==> src/rtl/mpi_noc_out_arbiter.sv <==
// Packet-level arbiter merging N endpoint flit streams onto one NoC output link.
// Define MPI_ARB_FIXED_PRIO_EN for fixed lowest-index-wins priority; default is round-robin.
module mpi_noc_out_arbiter #(
  parameter int NOC_FLIT_WIDTH = 32,
  parameter int N              = 4
) (
  input  logic                        clk,
  input  logic                        rst,
  input  logic [N*NOC_FLIT_WIDTH-1:0] in_flit,
  input  logic [N-1:0]                in_last,
  input  logic [N-1:0]                in_valid,
  output logic [N-1:0]                in_ready,
  output logic [NOC_FLIT_WIDTH-1:0]   out_flit,
  output logic                        out_last,
  output logic                        out_valid,
  input  logic                        out_ready,
  output logic [N-1:0]                grant,
  output logic                        busy
);

  localparam int IW = (N > 1) ? $clog2(N) : 1;

  typedef enum logic {
    IDLE,
    LOCKED
  } state_t;

  state_t        state;
  logic [IW-1:0] last_idx;
  logic [IW-1:0] owner_idx;
  logic [IW-1:0] idx;
  logic [N-1:0]  winner;
  logic          found;
  logic          handshake;

  // Winner search; the first valid requester in scan order takes the packet.
  always_comb begin
    winner = '0;
    found  = 1'b0;
    idx    = '0;
    for (int k = 0; k < N; k++) begin
`ifdef MPI_ARB_FIXED_PRIO_EN
      idx = IW'(k);
`else
      idx = IW'((int'(last_idx) + 1 + k) % N);
`endif
      if (!found && in_valid[idx]) begin
        winner[idx] = 1'b1;
        found       = 1'b1;
      end
    end
  end

  always_comb begin
    owner_idx = '0;
    for (int i = 0; i < N; i++) begin
      if (grant[i]) owner_idx = IW'(i);
    end
  end

  // Grant is all-zero outside LOCKED, so gating with busy zeroes the idle outputs.
  assign busy      = (state == LOCKED);
  assign out_flit  = busy ? in_flit[int'(owner_idx)*NOC_FLIT_WIDTH +: NOC_FLIT_WIDTH] : '0;
  assign out_last  = busy & in_last[owner_idx];
  assign out_valid = busy & in_valid[owner_idx];
  assign in_ready  = grant & {N{out_ready}};
  assign handshake = out_valid & out_ready;

  always_ff @(posedge clk or negedge rst) begin
    if (!rst) begin
      state    <= IDLE;
      grant    <= '0;
      last_idx <= IW'(N - 1);
    end else begin
      case (state)
        IDLE: begin
          if (|in_valid) begin
            grant <= winner;
            state <= LOCKED;
          end
        end
        LOCKED: begin
          if (handshake && out_last) begin
            last_idx <= owner_idx;
            grant    <= '0;
            state    <= IDLE;
          end
        end
        default: begin
          grant <= '0;
          state <= IDLE;
        end
      endcase
    end
  end

endmodule

==> config.mk <==
export PLATFORM = sky130hd
export DESIGN_NAME = mpi_noc_out_arbiter
export DESIGN_NICKNAME = d
export VERILOG_FILES = /design/src/rtl/mpi_noc_out_arbiter.sv
export SDC_FILE = /design/constraint.sdc
export NUM_CORES = 1
export LEC_CHECK = 0
export CORE_MARGIN = 2
export CORE_UTILIZATION = 30
export CTS_CLUSTER_DIAMETER = 150
export DETAILED_ROUTE_END_ITERATION = 8
export PLACE_DENSITY = 0.89
export REMOVE_ABC_BUFFERS = 1
export SYNTH_ARGS = -nofsm -noshare
export SYNTH_HDL_FRONTEND = slang
export SYNTH_SLANG_ARGS = --single-unit
==> constraint.sdc <==
create_clock -name clk -period 2.8 [get_ports clk]
set_input_delay 0.28 -clock clk [delete_from_list [all_inputs] [get_ports clk]]
set_output_delay 0.28 -clock clk [all_outputs]
set_load 0.005 [all_outputs]
==> metrics.yaml, run 1 <==
multi_input_area_um2: 1550
status: "finished clean"
clock_latency_ps: 230
ys_types: 33
dieArea_um2: 6760
first_pass_iters: 4
worstMarginPinSlew_ps: 739
synth_edf_count: 0
yosysWarnings: 0
grt_overflow_total: 0
drive_above_1_share_pct: 4.95
slowest_stage: "dfstp_2"
min_period_over_period_pct: 87.8
synth_most_common_cell: "mux2i_1"
grt_pass1_vias: 2639
vias_per_cell: 5.01
ys_seq_area_share_pct: 9.67
core-area_um2: 5920
synthTopCellsByArea: "mux2i_1 38%, o21ai_0 9.0%, nand2_1 7.2%, nor2_1 7.2%, dfrtp_1 6.8%"
ctsHoldBuffers: 0
cts_resized: 0
start_util_pct: 31.0
setup_viol: 0
fin_hold_ws_ps: 318
post-place-ws_ps: 402
critical_path.endpoint_type: "register"
drv_slew: 0
finalClockSkew_ps: 0.734
crit_required_ps: 2940
clk_pin_slew_ps: 40
setup.reg_to_reg.worst_slack_ps: 340
port_buffers: 181
rows: 28
cts.path.max_buffers: 2
finalWorstSetupSlack_ps: 341
place_inst: 495
hpwlAfterDp_um: 6630
avgSynthCellArea_um2: 7.32
placed_area_um2: 3700
vias: 2498
routedWlPerCell_um: 15.9
cts_inserted_buffers: 3
synth-seq-cells: 7
grt_antenna_before_repair: 0
n_antenna_cell: 0
cts_max_level: 1
totalWireLength_um: 7930
critPathMaxFanout: 10
final_util_pct: 63.3
post_cts_buffers: 0
synthToLayoutAreaGrowth_pct: 104
path_cells: "inv_1, ha_1, mux4_2, nor3b_1, a22oi_1, a21oi_1"
place_congestion: 0.978
cts.sinks: 7
die_h_um: 82.2
grt_pass1_wl_um: 12400
setup_tns_ps: 0
drv_cap: 0
root_buffer: "clkbuf_8"
netlist_top_cells_count: "69 x mux2i_1, 35 x nand2_1, 35 x nor2_1"
grt_max_degree: 36
powerDensity_nw_per_um2: 821
fillerInstances: 488
syn_area_um2: 1840
arrival_ps: 2600
timing.fmax_mhz: 407
cts_tree: "yes"
die_x_um: 82.2
fin_cells: 499
min_period_ps: 2460
crit_type: "register to register"
drt_iter0_markers: 85
async_reset_ff_share_pct: 100
drc: 0
p_leak_nw: 1.58
startpoint_type: "register"
synth.largest_area_cell: "mux2i_1"
io_pins: 182
finalHoldViolations: 0
power_mw: 3.08
slowest_delay_ps: 670
fin_area_um2: 3750
hold_class: "input pin to async pin"
ys.flop_type: "dfrtp_1"
synth_top_cell_area_share_pct: 37.6
slew_headroom_pct: 50.7
final_nets: 571
seq_area_um2: 181
ir_drop_uv: 598
ant_nets: 0
track_usage_pct: 23.9
synthCells: 251
rsz0062_at_grt: "no"
-- critical path, delay by kind of cell, from the launching register on --
kind | cells | cell delay (ps)
muxes | 1 | 410
adders and majority gates | 1 | 350
DFF | 1 | 670
buffers and inverters | 1 | 140
and+or+nand+nor | 1 | 460
AOI/OAI and AO/OA | 2 | 350
-- cells in the final DEF (no fill, tap or decap) --
cell type	count
dfrtp_1	2
a22oi_1	4
ha_1	7
nor2_1	35
nor3b_1	1
or4b_4	1
nor4_1	1
a21oi_1	10
a2111oi_0	1
and2_1	5
nand2_1	35
a211oi_1	1
and3_1	1
clkdlybuf4s50_1	181
mux2_4	1
clkbuf_1	1
mux2i_1	69
clkbuf_8	3
mux4_2	1
dfstp_2	2
inv_1	4
dfrtp_2	3
o221ai_1	1
o21a_1	1
a211oi_4	1
nor2b_1	3
nand4b_1	1
a221oi_1	4
o21ai_0	33
mux4_1	1
or2_2	2
buf_4	7
nor3_1	1
-- flip-flops by register name, summed over array words and instances, names as in the netlist --
signal and cells:
last_idx 2, grant 4, busy 1
-- kinds of logic (layout without fill, tap and decap cells) --
logic type               count (synthesis)  in the layout  synth area share, %
flip-flops                               7              7                 9.67
adder cells (fa/ha/maj)                  7              7                 4.77
multiplexers                            72             72                 41.1
buffers and inverters                   23            196                 6.06
AO/OA/AOI/OAI                           56             56                 18.1
AND/OR/NAND/NOR                         86             86                 20.3
-- worst paths after layout --
kind,depth (start not counted),endpoint,from
max in group asynchronous,1,last_idx[1],rst
setup reg to reg,6,grant[2],last_idx[0]
hold / removal,1,grant[0],rst
hold reg to reg,2,grant[0],grant[0]
min in group clk,2,grant[0],grant[0]
setup / recovery,6,grant[2],last_idx[0]
-- final cells by class --
type                       count  area share (%)
tap                           75            2.50
timing repair buffer         188            49.7
clock buffer                   4            1.20
inverter                       4           0.401
sequential                     7            4.84
multi-input combinational    221            41.3
-- report_power, final --
part	total, mW	internal [mW]	switching (mW)
combinational	2.66	1.46	1.21
clock	0.142	0.0985	0.0434
sequential	0.271	0.168	0.103
-- metal layers --
layer | GRT usage (%) | vias up | part of all wire (%)
li1 | - | 1239 | -
met1 | 25.1 | 1122 | 36
met2 | 45.6 | 116 | 54
met3 | 5.43 | 21 | 7.0
met4 | 9.17 | 0 | 3.1
met5 | 0 | - | 0
Note: power is estimated with default switching activity, not from simulation.
==> run 2: changes to the inputs <==
--- a/config.mk
+++ b/config.mk
@@ -5,11 +5,14 @@
 export SDC_FILE = /design/constraint.sdc
 export NUM_CORES = 1
 export LEC_CHECK = 0
-export CORE_MARGIN = 2
-export CORE_UTILIZATION = 30
+export CELL_PAD_IN_SITES_DETAIL_PLACEMENT = 2
+export CELL_PAD_IN_SITES_GLOBAL_PLACEMENT = 2
+export CORE_MARGIN = 5
+export CORE_UTILIZATION = 14
 export CTS_CLUSTER_DIAMETER = 150
 export DETAILED_ROUTE_END_ITERATION = 8
-export PLACE_DENSITY = 0.89
+export GPL_TIMING_DRIVEN = 0
+export PLACE_DENSITY = 0.9
 export REMOVE_ABC_BUFFERS = 1
 export SYNTH_ARGS = -nofsm -noshare
 export SYNTH_HDL_FRONTEND = slang
==> run 2 against run 1 <==
- clock-buffer cell count is the same
- combinational power grew 2%
- die area grew 130%
- sequential cell count is the same
- critical path type is now register to primary output
- non-clock buffer count shrank 2
- critical path depth shrank 1
- sequential power grew 62%
- register-to-register slack lost 180 ps
- first-iteration DRC count grew 11%
- largest power group unchanged
==> metrics.yaml, run 2 (synthesized netlist as in run 1, its figures left out) <==
ir_drop_uv: 275  # -54%
die_x_um: 125  # +51%
io_pins: 182  # unchanged
ctsHoldBuffers: 0  # unchanged
grt_max_degree: 39  # +8.3%
ant_nets: 0  # unchanged
fin_hold_ws_ps: 328  # +10.0 ps
rsz0062_at_grt: "no"
r2r_end: "grant[2]"
drive_above_1_share_pct: 4.96  # +0.012 points
setup.reg_to_reg.worst_slack_ps: 160  # -180 ps
die_h_um: 125  # +51%
synthToLayoutAreaGrowth_pct: 115
grt_pass1_vias: 3038  # +15%
first_pass_iters: 4  # unchanged
crit_required_ps: 2520  # -420 ps
endpoint: "out_valid"
place_congestion: 0.765  # -22%
status: "finished clean"
rows: 41  # +46%
slowest_stage: "dfrtp_4"
power_mw: 3.39  # +10%
critical_path.endpoint_type: "primary output"
setup_viol: 0  # unchanged
vias_per_cell: 4.39  # -12%
hold_class: "input pin to async pin"
multi_input_area_um2: 1550  # about the same
cts.sinks: 7  # unchanged
fin_cells: 595  # +19%
clock_latency_ps: 240  # about the same
p_leak_nw: 1.59  # +0.78%
finalClockSkew_ps: 0.951  # +0.217 ps
fillerInstances: 1485  # +200%
largest_reg_flops: 4  # unchanged
routedWlPerCell_um: 18.6  # +17%
regMostFlops: "grant"
n_antenna_cell: 0  # unchanged
ff2ff_path_depth: 6  # unchanged
worstMarginPinSlew_ps: 805  # +65.6 ps
slew_headroom_pct: 46.4  # -4.4 points
finalHoldViolations: 0  # unchanged
arrival_ps: 2380  # -220 ps
port_buffers: 181  # unchanged
powerDensity_nw_per_um2: 860  # +4.7%
grt_antenna_before_repair: 0  # unchanged
start_util_pct: 14.4  # -17 points
final_common_cell: "clkdlybuf4s50_1"
clk_pin_slew_ps: 40  # about the same
path_cells: "buf_12, nor2b_1, a2111oi_1, or2_2, clkdlybuf4s50_1"
core-area_um2: 12700  # +110%
crit_start: "grant[2]"
final_util_pct: 31.0  # -32 points
slowest_delay_ps: 590  # -80 ps
final_nets: 570  # -0.18%
cts.path.max_buffers: 2  # unchanged
timing.fmax_mhz: 376  # -7.6%
cts_max_level: 1  # unchanged
min_period_ps: 2660  # +202 ps
drv_cap: 0  # unchanged
mostFrequentLayoutCells: "181 x clkdlybuf4s50_1, 69 x mux2i_1, 35 x nand2_1, 35 x nor2_1, 33 x o21ai_0"
grt_pass1_wl_um: 16600  # +34%
grt_overflow_total: 0  # unchanged
seq_area_um2: 186  # +2.8%
timing.rr.start: "last_idx[0]"
critPathMaxFanout: 38  # +28
root_buffer: "clkbuf_16"
cts_tree: "yes"
drc: 0  # unchanged
track_usage_pct: 13.2  # -11 points
crit_type: "register to primary output"
vias: 2615  # +4.7%
drt_iter0_markers: 94  # +11%
startpoint_type: "register"
totalWireLength_um: 11100  # +40%
min_period_over_period_pct: 95.0  # +7.2 points
drv_slew: 0  # unchanged
cts_inserted_buffers: 3  # unchanged
hpwlAfterDp_um: 8760  # +32%
dieArea_um2: 15500  # +130%
place_inst: 588  # +19%
==> run 2: cell type report <==
cell class | instances | area share (%)
timing repair buffer | 186 | 47.9
multi-input combinational | 221 | 39.3
tap | 172 | 5.45
sequential | 7 | 4.72
clock buffer | 4 | 2.00
inverter | 4 | 0.476
timing repair inverter | 1 | 0.190
==> run 2: how the worst min path moves through the flow <==
stage	endpoint
6_report	grant[0]
5_1_grt	grant[0]
3_3_place_gp	grant[0]
3_5_place_dp	grant[0]
4_1_cts	grant[0]
2_1_floorplan	busy
==> run 2: repair_timing <==
item	in CTS	in global routing
buffers inserted	1	1
cloned	1	0
gates resized for setup	5	0
endpoints found under the setup margin	3	1
==> run 2: layer usage <==
layer / part of all wire (%) / GRT usage, % / up-vias
met1: 36 / 13.1 / 1262
met2: 57 / 27.5 / 101
met4: 1.3 / 2.58 / 0
met5: 0 / 0 / -
li1: - / - / 1239
met3: 5.5 / 3.04 / 13
==> run 2: critical path: cells and delay by family (launching register included) <==
family / cells / cell delay (ps)
buffers and inverters: 2 / 730
flip-flops: 1 / 590
AND/OR/NAND/NOR: 2 / 340
AO/OA/AOI/OAI: 1 / 480
==> run 2: where the power goes <==
part	switching [mW]	internal [mW]
sequential	0.266	0.173
combinational	1.20	1.51
clock	0.0593	0.190
total	1.53	1.87
==> run 2: through the flow <==
| stage | instance area (um^2) | worst slack (ps) | TNS [ps] |
|---|---|---|---|
| global route | 3950 | 23.6 | 0 |
| global placement | 3770 | -860 | -25640 |
| CTS | 3940 | 36.5 | 0 |
| finish | 3950 | 139 | 0 |
| floorplan | 1740 | 65.0 | 0 |
| detailed placement | 3830 | 32.1 | 0 |
